`config.mk`:
```
export PLATFORM = sky130hd
export DESIGN_NAME = ifetch_group
export DESIGN_NICKNAME = d
export VERILOG_FILES = /design/src/rtl/ifetch_pkg.sv /design/src/rtl/ifetch_queue.sv /design/src/rtl/ifetch_group.sv
export SDC_FILE = /design/constraint.sdc
export NUM_CORES = 1
export LEC_CHECK = 0
export ABC_AREA = 1
export CORE_ASPECT_RATIO = 1.25
export CORE_MARGIN = 8
export CORE_UTILIZATION = 30
export CTS_CLUSTER_SIZE = 16
export DETAILED_ROUTE_END_ITERATION = 10
export HOLD_SLACK_MARGIN = 0.03
export PLACE_DENSITY = 0.57
export SYNTH_ARGS = -nofsm -noshare
export SYNTH_HDL_FRONTEND = slang
export SYNTH_SLANG_ARGS = --single-unit
```
`constraint.sdc`:
```
create_clock -name clk -period 7.6 [get_ports clk]
set_input_delay 0.76 -clock clk [delete_from_list [all_inputs] [get_ports clk]]
set_output_delay 0.76 -clock clk [all_outputs]
set_load 0.005 [all_outputs]
```
`src/rtl/ifetch_pkg.sv`:
```
// Shared types and constants for the multi-line instruction fetch unit.
// Default geometry lives here; ifetch_group derives its own entry layout from its parameters.
package ifetch_pkg;

  localparam int INSTR_W         = 32;
  localparam int XLEN_DEF        = 32;
  localparam int FETCH_WIDTH_DEF = 2;
  localparam int IFQ_DEPTH_DEF   = 4;
  localparam int OFF_W           = $clog2(FETCH_WIDTH_DEF);

  typedef enum logic [1:0] {
    IDLE = 2'd0,
    WAIT = 2'd1,
    DROP = 2'd2
  } ifetch_state_e;

  typedef struct packed {
    logic [XLEN_DEF-1:0]                      pc_base;
    logic [FETCH_WIDTH_DEF-1:0]               valid_mask;
    logic [FETCH_WIDTH_DEF-1:0][INSTR_W-1:0]  instr;
  } ifq_entry_t;

endpackage

```
`src/rtl/ifetch_queue.sv`:
```
// Power-of-two FIFO of fetch groups with push/pop/flush; pointers wrap naturally.
// Push on full and pop on empty are ignored; flush clears occupancy on the next edge.
module ifetch_queue
  import ifetch_pkg::*;
#(
  parameter type entry_t = ifq_entry_t,
  parameter int  DEPTH   = IFQ_DEPTH_DEF
) (
  input  logic                      clk,
  input  logic                      reset,
  input  logic                      push_i,
  input  entry_t                    push_data_i,
  input  logic                      pop_i,
  input  logic                      flush_i,
  output entry_t                    head_o,
  output logic                      empty_o,
  output logic [$clog2(DEPTH):0]    count_o
);

  localparam int PTR_W = $clog2(DEPTH);
  localparam int CNT_W = PTR_W + 1;

  entry_t             mem_q [DEPTH];
  logic [PTR_W-1:0]   wr_ptr_q, wr_ptr_d;
  logic [PTR_W-1:0]   rd_ptr_q, rd_ptr_d;
  logic [CNT_W-1:0]   count_q, count_d;
  logic               do_push, do_pop;

  assign do_push = push_i & (count_q != CNT_W'(DEPTH)) & ~flush_i;
  assign do_pop  = pop_i & (count_q != '0);

  always_comb begin
    wr_ptr_d = wr_ptr_q;
    rd_ptr_d = rd_ptr_q;
    count_d  = count_q;
    if (flush_i) begin
      wr_ptr_d = '0;
      rd_ptr_d = '0;
      count_d  = '0;
    end else begin
      if (do_push) wr_ptr_d = wr_ptr_q + PTR_W'(1);
      if (do_pop)  rd_ptr_d = rd_ptr_q + PTR_W'(1);
      count_d = count_q + CNT_W'(do_push) - CNT_W'(do_pop);
    end
  end

  always_ff @(posedge clk or posedge reset) begin
    if (reset) begin
      wr_ptr_q <= '0;
      rd_ptr_q <= '0;
      count_q  <= '0;
    end else begin
      wr_ptr_q <= wr_ptr_d;
      rd_ptr_q <= rd_ptr_d;
      count_q  <= count_d;
    end
  end

  // Storage carries no reset: occupancy alone decides what is visible.
  always_ff @(posedge clk) begin
    if (do_push) mem_q[wr_ptr_q] <= push_data_i;
  end

  assign head_o  = mem_q[rd_ptr_q];
  assign empty_o = (count_q == '0);
  assign count_o = count_q;

endmodule

```
`src/rtl/ifetch_group.sv`:
```
// Fetch unit: one outstanding icache request per aligned group, queued towards decode.
// Optional IFETCH_PERF_EN adds saturating stall and flush cycle counters.
module ifetch_group
  import ifetch_pkg::*;
#(
  parameter int XLEN        = XLEN_DEF,
  parameter int FETCH_WIDTH = FETCH_WIDTH_DEF,
  parameter int IFQ_DEPTH   = IFQ_DEPTH_DEF
) (
  input  logic                          clk,
  input  logic                          reset,
  input  logic                          pc_v_i,
  input  logic [XLEN-1:0]               pc_i,
  output logic                          pc_ready_o,
  input  logic                          flush_i,
  output logic                          icache_req_o,
  output logic [XLEN-1:0]               icache_adr_o,
  input  logic                          icache_stall_i,
  input  logic [INSTR_W*FETCH_WIDTH-1:0] icache_instr_i,
  output logic [FETCH_WIDTH-1:0]        dec_valid_o,
  output logic [INSTR_W*FETCH_WIDTH-1:0] dec_instr_o,
  output logic [XLEN*FETCH_WIDTH-1:0]   dec_pc_o,
  input  logic                          dec_ready_i
`ifdef IFETCH_PERF_EN
  ,
  output logic [31:0]                   perf_stall_cnt_o,
  output logic [31:0]                   perf_flush_cnt_o
`endif
);

  localparam int CNT_W = $clog2(IFQ_DEPTH) + 1;

  typedef struct packed {
    logic [XLEN-1:0]                      pc_base;
    logic [FETCH_WIDTH-1:0]               valid_mask;
    logic [FETCH_WIDTH-1:0][INSTR_W-1:0]  instr;
  } grp_t;

  ifetch_state_e    state_q, state_d;
  logic [XLEN-1:0]  pc_q, pc_d;
  logic [XLEN-1:0]  grp_adr, grp_off;
  logic             accept, push, pop, q_empty;
  logic [CNT_W-1:0] q_count;
  grp_t             push_grp, head_grp;

  assign grp_adr = pc_q & ~XLEN'(FETCH_WIDTH * 4 - 1);
  assign grp_off = (pc_q >> 2) & XLEN'(FETCH_WIDTH - 1);

  // The in-flight request already owns a queue slot, so a push can never overflow.
  // Gating with reset keeps every output low while reset is held.
  assign pc_ready_o = ~reset & ~flush_i & (state_q != DROP)
                    & ((state_q == IDLE) | ~icache_stall_i)
                    & ((int'(q_count) + int'(state_q == WAIT)) < IFQ_DEPTH);
  assign accept     = pc_v_i & pc_ready_o;
  assign push       = (state_q == WAIT) & ~icache_stall_i & ~flush_i;
  assign pop        = dec_ready_i & (|dec_valid_o);

  always_comb begin
    state_d = state_q;
    pc_d    = pc_q;
    if (accept) pc_d = pc_i;
    unique case (state_q)
      IDLE: if (accept) state_d = WAIT;
      WAIT: begin
        if (flush_i)              state_d = icache_stall_i ? DROP : IDLE;
        else if (!icache_stall_i) state_d = accept ? WAIT : IDLE;
      end
      DROP: if (!icache_stall_i) state_d = IDLE;
      default: state_d = IDLE;
    endcase
  end

  always_ff @(posedge clk or posedge reset) begin
    if (reset) begin
      state_q <= IDLE;
      pc_q    <= '0;
    end else begin
      state_q <= state_d;
      pc_q    <= pc_d;
    end
  end

  assign icache_req_o = (state_q != IDLE);
  assign icache_adr_o = icache_req_o ? grp_adr : '0;

  always_comb begin
    push_grp.pc_base = grp_adr;
    push_grp.instr   = icache_instr_i;
    for (int k = 0; k < FETCH_WIDTH; k++) begin
      push_grp.valid_mask[k] = (XLEN'(k) >= grp_off);
    end
  end

  ifetch_queue #(
    .entry_t (grp_t),
    .DEPTH   (IFQ_DEPTH)
  ) u_queue (
    .clk         (clk),
    .reset       (reset),
    .push_i      (push),
    .push_data_i (push_grp),
    .pop_i       (pop),
    .flush_i     (flush_i),
    .head_o      (head_grp),
    .empty_o     (q_empty),
    .count_o     (q_count)
  );

  // Lines before the entry offset present zero instruction and zero PC.
  always_comb begin
    dec_valid_o = '0;
    dec_instr_o = '0;
    dec_pc_o    = '0;
    for (int k = 0; k < FETCH_WIDTH; k++) begin
      if (!q_empty && head_grp.valid_mask[k]) begin
        dec_valid_o[k]                 = 1'b1;
        dec_instr_o[k*INSTR_W +: INSTR_W] = head_grp.instr[k];
        dec_pc_o[k*XLEN +: XLEN]       = head_grp.pc_base + XLEN'(4 * k);
      end
    end
  end

`ifdef IFETCH_PERF_EN
  logic [31:0] stall_cnt_q, stall_cnt_d;
  logic [31:0] flush_cnt_q, flush_cnt_d;

  always_comb begin
    stall_cnt_d = stall_cnt_q;
    flush_cnt_d = flush_cnt_q;
    if ((state_q != IDLE) && icache_stall_i && (stall_cnt_q != '1)) stall_cnt_d = stall_cnt_q + 32'd1;
    if (flush_i && (flush_cnt_q != '1))                               flush_cnt_d = flush_cnt_q + 32'd1;
  end

  always_ff @(posedge clk or posedge reset) begin
    if (reset) begin
      stall_cnt_q <= '0;
      flush_cnt_q <= '0;
    end else begin
      stall_cnt_q <= stall_cnt_d;
      flush_cnt_q <= flush_cnt_d;
    end
  end

  assign perf_stall_cnt_o = stall_cnt_q;
  assign perf_flush_cnt_o = flush_cnt_q;
`endif

endmodule

```
==> results.yml, run 1 <==
placement:
  post_dp_cell_area_um2: 20100
  gp_congestion: 0.745
  port_buffers: 255
  pre_cts_slack_ns: 3.10
  hpwl_mm: 26.0
die:
  die_x_um: 228
  dieArea_um2: 64300
  rows: 97
  core_area_um2: 55900
  die_h_um: 282
  io_pins: 266
  initial_core_util: 0.303
power_and_ir_drop:
  p_leak_uw: 0.00755
  power_density_nw_per_um2: 334
  intPower_uw: 4920
  pwr-share-comb: 0.308
  switchingPower_uw: 2250
  p_clk_frac: 0.284
  peakVddDrop_mv: 0.191
  p_sw_frac: 0.314
  pwr-share-seq: 0.408
worst_setup_path:
  crit_fanout: 105
  start_kind: "flop"
  crit_type: "flop to output pin"
  crit_arrival_ns: 4.27
  r2r_setup_slack_ns: 4.67
  r2r_cells: 3
  cp-startpoint: "u_queue.rd_ptr_q[0]$_DFFE_PP0P_"
  reg2reg_to: "u_queue.rd_ptr_q[0]$_DFFE_PP0P_"
  required_ns: 6.84
  cp-end-kind: "output pin"
  timing.rr.start: "u_queue.rd_ptr_q[0]$_DFFE_PP0P_"
route:
  ant_nets: 0
  top_layer: "met4"
  drt_iter0_markers: 705
  dr.pass1.iters: 5
  dr_wl_met3_mm: 2.69
  drc: 0
  vias: 11300
  wl_met2_mm: 22.0
  wl_met1_mm: 19.1
  wire_per_inst_um: 18.3
  vias_per_cell: 4.65
  drt_wl_total_mm: 44.5
clock_tree:
  cts-htree-levels: 2
  clk_latency_ns: 0.54
  cts.path.max_buffers: 3
  clk_pin_slew_worst_paths_ns: 0.06
  cts_buffers: 42
  hold_buffers: 0
  clock_sinks: 415
  cts_resized: 0
  cts_root_buf: "clkbuf_16"
  cts_tree: "yes"
  post_cts_buffers: 0
cells_and_area:
  drive_above_1_share: 0.0693
  design_area_um2: 21500
  areaGrowthSynthToFinish_pct: 26.7
  nets: 1766
  antenna_cells: 0
  fill_cells: 5357
sta:
  setup_ws_ns: 2.57
  hold_viol: 0
  tightest_slew_ns: 1.21
  max-slew-margin-rel: 0.192
  min_period_ns: 5.03
  skew_ns: 0.00870
  setup_viol: 0
  finalCritPeriodShare: 0.661
  slew_violations: 0
  rsz0062_at_grt: "no"
  finalSetupTns_ns: 0
  max_freq_mhz: 199
synth:
  yosysSeqAreaShare: 0.725
  netlist_instances: 1430
  muxShareOfSynthArea: 0
  synth-simple-area-share: 0.125
  synth_adder_area_share: 0.00636
  ys_types: 29
  yosysWarnings: 0
  synthesis.area_um2: 16900
  synth-compound-area-share: 0.0933
  synth_xor_xnor_area_share: 0
  synth-seq-cells: 415
  syn_avg_cell_area_um2: 11.8
  synth_top_family_by_area: "simple AND/OR/NAND/NOR gates"
status:
  status: "complete, no violations"
global_routing:
  grt_pass1_wl_mm: 68.0
  overflow: 0
  antenna_found_initial: 0
  grt_usage: 0.134
  grt_pass1_vias: 11500
  grt_max_degree: 106
run:
  maxCapViolations: 0
worst_hold_path:
  holdPathStages: 2
  hold_path_class: "flop to flop"
  min_to: "pc_q[2]$_DFFE_PP0P_"
  hold_start: "pc_q[2]$_DFFE_PP0P_"
-- placed cells by master, fill, tap and decap left out, types with 17 or more instances in the layout --
cell type and instances:
a21oi_1 46, a21oi_2 21, buf_4 17, clkbuf_16 45, clkdlybuf4s50_1 255, dfrtp_1 37
edfxtp_1 376, inv_1 80, nand2_1 76, nand4_1 36, nor2_1 412, o21ai_0 191
o22ai_1 29
-- cells in the mapped netlist --
cell type	instances	area, um^2
a21oi_1	46	230
a21oi_2	21	184
a32o_1	1	10.0
buf_1	1	3.75
buf_2	31	155
buf_4	15	113
buf_6	8	90.1
buf_8	1	15.0
clkbuf_1	41	154
clkinv_1	1	3.75
conb_1	1	3.75
dfrtp_1	39	976
edfxtp_1	376	11300
fa_1	1	20.0
ha_1	7	87.6
inv_1	82	308
inv_6	1	8.76
nand2_1	76	285
nand2_2	1	6.26
nand3_1	3	15.0
nand3_2	1	10.0
nand4_1	36	225
nor2_1	416	1560
nor2_2	1	6.26
nor3b_1	1	7.51
o21ai_0	191	956
o21ai_1	1	5.00
o22ai_1	29	181
o22ai_2	1	12.5
-- cells by family after synthesis --
| family | count (synthesis) |
|---|---|
| flip-flops | 415 |
| buffers and inverters | 181 |
| AND/OR/NAND/NOR | 535 |
| adder cells (fa/ha/maj) | 8 |
| other | 1 |
| AO/OA/AOI/OAI | 290 |
-- critical path, cell delays in order, from the launching register on --
cell and delay [ns]:
dfrtp_4 0.84, inv_6 0.69, buf_4 0.91, o21ai_0 0.27
a21oi_2 0.26, clkdlybuf4s50_1 0.56
-- how the worst max path moves through the flow --
stage	endpoint	slack, ns
3_3_place_gp	dec_pc_o[5]	3.17
6_report	dec_instr_o[2]	2.57
4_1_cts	dec_instr_o[7]	2.49
5_1_grt	dec_pc_o[5]	2.18
2_1_floorplan	u_queue.mem_q[0][0]$_DFFE_PP_	2.03
3_5_place_dp	dec_instr_o[7]	3.10
-- layout make-up --
class / count / area, um^2 / share of cell area
clock inverters: 20 / 166 / 0.00776
well taps: 742 / 928 / 0.0433
flip-flops and latches: 415 / 12300 / 0.572
repair buffers: 272 / 2680 / 0.125
clock buffers: 57 / 1210 / 0.0565
multi-input cells: 841 / 3870 / 0.180
inverters: 84 / 323 / 0.0150
-- state kept, by name, summed over array words and instances (netlist names) --
name              count
u_queue.count_o       3
u_queue.wr_ptr_q      2
u_queue.rd_ptr_q      2
u_queue.mem_q       376
state_q               2
pc_q                 30
-- metrics by stage --
step / util / instances / power, uW / hold WS, ns
after floorplan: - / 1437 / 3990 / 0.449
after global placement: 0.359 / 2354 / 5200 / 0.476
after detailed placement: 0.359 / 2354 / 5240 / 0.475
after CTS: 0.383 / 2431 / 7300 / 0.492
after global routing: 0.383 / 2431 / 7610 / 0.536
final: 0.383 / 2431 / 7170 / 0.485
-- power groups by stage --
stage / logic, uW / clock network [uW] / registers, uW
3_3_place_gp: 2240 / 0 / 2960
6_report: 2210 / 2040 / 2930
3_5_place_dp: 2260 / 0 / 2980
2_1_floorplan: 1140 / 0 / 2850
5_1_grt: 2460 / 2190 / 2960
4_1_cts: 2280 / 2100 / 2930
-- layer usage --
layer,up-vias,global-route usage
met2,347,0.237
met4,0,0.0313
met5,-,0
met3,52,0.0340
li1,5398,-
met1,5503,0.164
Note: power is estimated with default switching activity, not from simulation.
==> run 2: changes to the inputs <==
--- a/config.mk
+++ b/config.mk
@@ -12,7 +12,7 @@
 export CTS_CLUSTER_SIZE = 16
 export DETAILED_ROUTE_END_ITERATION = 10
 export HOLD_SLACK_MARGIN = 0.03
-export PLACE_DENSITY = 0.57
+export PLACE_DENSITY = 0.58
 export SYNTH_ARGS = -nofsm -noshare
 export SYNTH_HDL_FRONTEND = slang
 export SYNTH_SLANG_ARGS = --single-unit
==> constraint.sdc (replaced) <==
create_clock -name clk -period 4.21 [get_ports clk]
set_input_delay 0.421 -clock clk [delete_from_list [all_inputs] [get_ports clk]]
set_output_delay 0.421 -clock clk [all_outputs]
set_load 0.005 [all_outputs]
==> run 2 against run 1 <==
Sequential cell count is the same. Sequential share of layout area fell by 0.14 points. Sequential power rose by 77%. First-iteration DRC count shrank 6.0%. Worst hold slack worse by 0.094 ns. Clock skew about the same. Total power up 79%. Largest power group unchanged.
==> results.yml, run 2 (synthesized netlist as in run 1, its figures left out) <==
worst_setup_path:
  crit_family: "buffers and inverters"
  r2r_setup_slack_ns: 1.56
  crit_fanout: 63
  crit_arrival_ns: 3.35
  crit_path_max_incr_delay_ns: 0.62
  start_kind: "flop"
  worstPathCellList: "buf_4 > buf_4 > nor2_1 > nor2_1 > o21ai_0 > a21oi_1 > clkdlybuf4s50_1"
  cp-end-kind: "output pin"
  required_ns: 3.79
  worst-path-buf-inv: 3
  crit_slowest_cell: "buf_4"
  crit_type: "flop to output pin"
  timing.rr.start: "state_q[0]$_DFFE_PP0P_"
  r2r_cells: 5
  reg2reg_to: "u_queue.mem_q[0][24]$_DFFE_PP_"
sta:
  slew_violations: 0
  tightest_slew_ns: 1.07
  max_freq_mhz: 265
  skew_ns: 0.00867
  hold_viol: 0
  finalCritPeriodShare: 0.896
  finalSetupTns_ns: 0
  max-slew-margin-rel: 0.285
  setup_viol: 0
  whs_ns: 0.391
  min_period_ns: 3.77
  setup_ws_ns: 0.437
  rsz0062_at_grt: "no"
placement:
  gp_congestion: 0.751
  pre_cts_slack_ns: 0.928
  hpwl_mm: 26.6
  port_buffers: 255
global_routing:
  grt_usage: 0.133
  grt_pass1_vias: 11800
  antenna_found_initial: 0
  grt_pass1_wl_mm: 67.4
  overflow: 0
  grt_max_degree: 96
cells_and_area:
  fin_util: 0.384
  largest_reg_flops: 376
  layout_common_cells: "412 x nor2_1, 376 x edfxtp_1, 255 x clkdlybuf4s50_1"
  areaGrowthSynthToFinish_pct: 27.1
  antenna_cells: 0
  nets: 1773
  largest-register: "u_queue.mem_q"
  drive_above_1_share: 0.0662
  final_common_cell: "nor2_1"
route:
  drt_iter0_markers: 663
  drt_wl_total_mm: 44.2
  vias: 11300
  vias_per_cell: 4.66
  wire_per_inst_um: 18.2
  drc: 0
  ant_nets: 0
  dr.pass1.iters: 5
die:
  die_x_um: 228
  io_pins: 266
  initial_core_util: 0.303
  rows: 97
  core_area_um2: 55900
  die_h_um: 282
  dieArea_um2: 64300
clock_tree:
  clk_latency_ns: 0.55
  hold_buffers: 0
  cts_root_buf: "clkbuf_16"
  cts-htree-levels: 2
  clock_sinks: 415
  post_cts_buffers: 0
  cts_buffers: 42
  cts_resized: 0
  cts_tree: "yes"
  cts.path.max_buffers: 3
  clk_pin_slew_worst_paths_ns: 0.06
run:
  maxCapViolations: 0
power_and_ir_drop:
  peakVddDrop_mv: 0.314
  p_leak_uw: 0.00755
  total_power_uw: 12900
  power_density_nw_per_um2: 598
status:
  status: "complete, no violations"
worst_hold_path:
  hold_path_class: "primary input to asynchronous set/reset pin"
==> run 2: changes by cell type in the layout (fill, tap and decap cells not counted) <==
cell       change
clkbuf_1       +8
buf_12         +7
clkinv_2       -6
clkbuf_8       -3
clkinv_4       -2
clkbuf_16      -1
inv_4          +1
inv_6          -1
==> run 2: power breakdown <==
part	leakage (uW)	internal, uW	switching [uW]
Sequential	0.00389	4880	310
Combinational	0.00304	1890	2230
Clock	0.000624	2060	1490
==> run 2: how the worst max path moves through the flow <==
| stage | start | end | cells past startpoint | slack, ns |
|---|---|---|---|---|
| 2_1_floorplan | state_q[0]$_DFFE_PP0P_ | u_queue.mem_q[0][0]$_DFFE_PP_ | 4 | -1.13 |
| 3_3_place_gp | u_queue.rd_ptr_q[1]$_DFFE_PP0P_ | dec_pc_o[38] | 6 | 0.91 |
| 3_5_place_dp | u_queue.rd_ptr_q[1]$_DFFE_PP0P_ | dec_pc_o[38] | 6 | 0.93 |
| 4_1_cts | u_queue.rd_ptr_q[1]$_DFFE_PP0P_ | dec_pc_o[38] | 6 | 0.32 |
| 5_1_grt | u_queue.rd_ptr_q[0]$_DFFE_PP0P_ | dec_instr_o[39] | 7 | 0.14 |
| 6_report | u_queue.rd_ptr_q[0]$_DFFE_PP0P_ | dec_instr_o[35] | 7 | 0.44 |
==> run 2: area by class of cell <==
type | instances | area [um^2]
sequential | 415 | 12300
timing repair buffer | 279 | 2820
fill | 5349 | 34400
clock inverter | 12 | 116
tap | 742 | 928
inverter | 84 | 323
clock buffer | 61 | 1170
multi-input combinational | 841 | 3870
==> run 2: layer usage <==
layer,part of all wire,global-route usage
met1,0.42,0.156
met2,0.50,0.238
met3,0.056,0.0347
met4,0.019,0.0351
met5,0,0
==> run 2: per-stage QoR <==
step,std cells,area [um^2]
2_1_floorplan,1437,17000
3_3_place_gp,2361,20200
3_5_place_dp,2361,20200
4_1_cts,2434,21500
5_1_grt,2434,21500
6_report,2434,21500
==> run 2: worst register-to-register path: stages (launching register included) <==
cell,delay (ns)
dfrtp_1,0.44
inv_1,0.08
nor2_1,0.20
nand4_1,0.50
nor2_4,0.67
buf_12,0.33
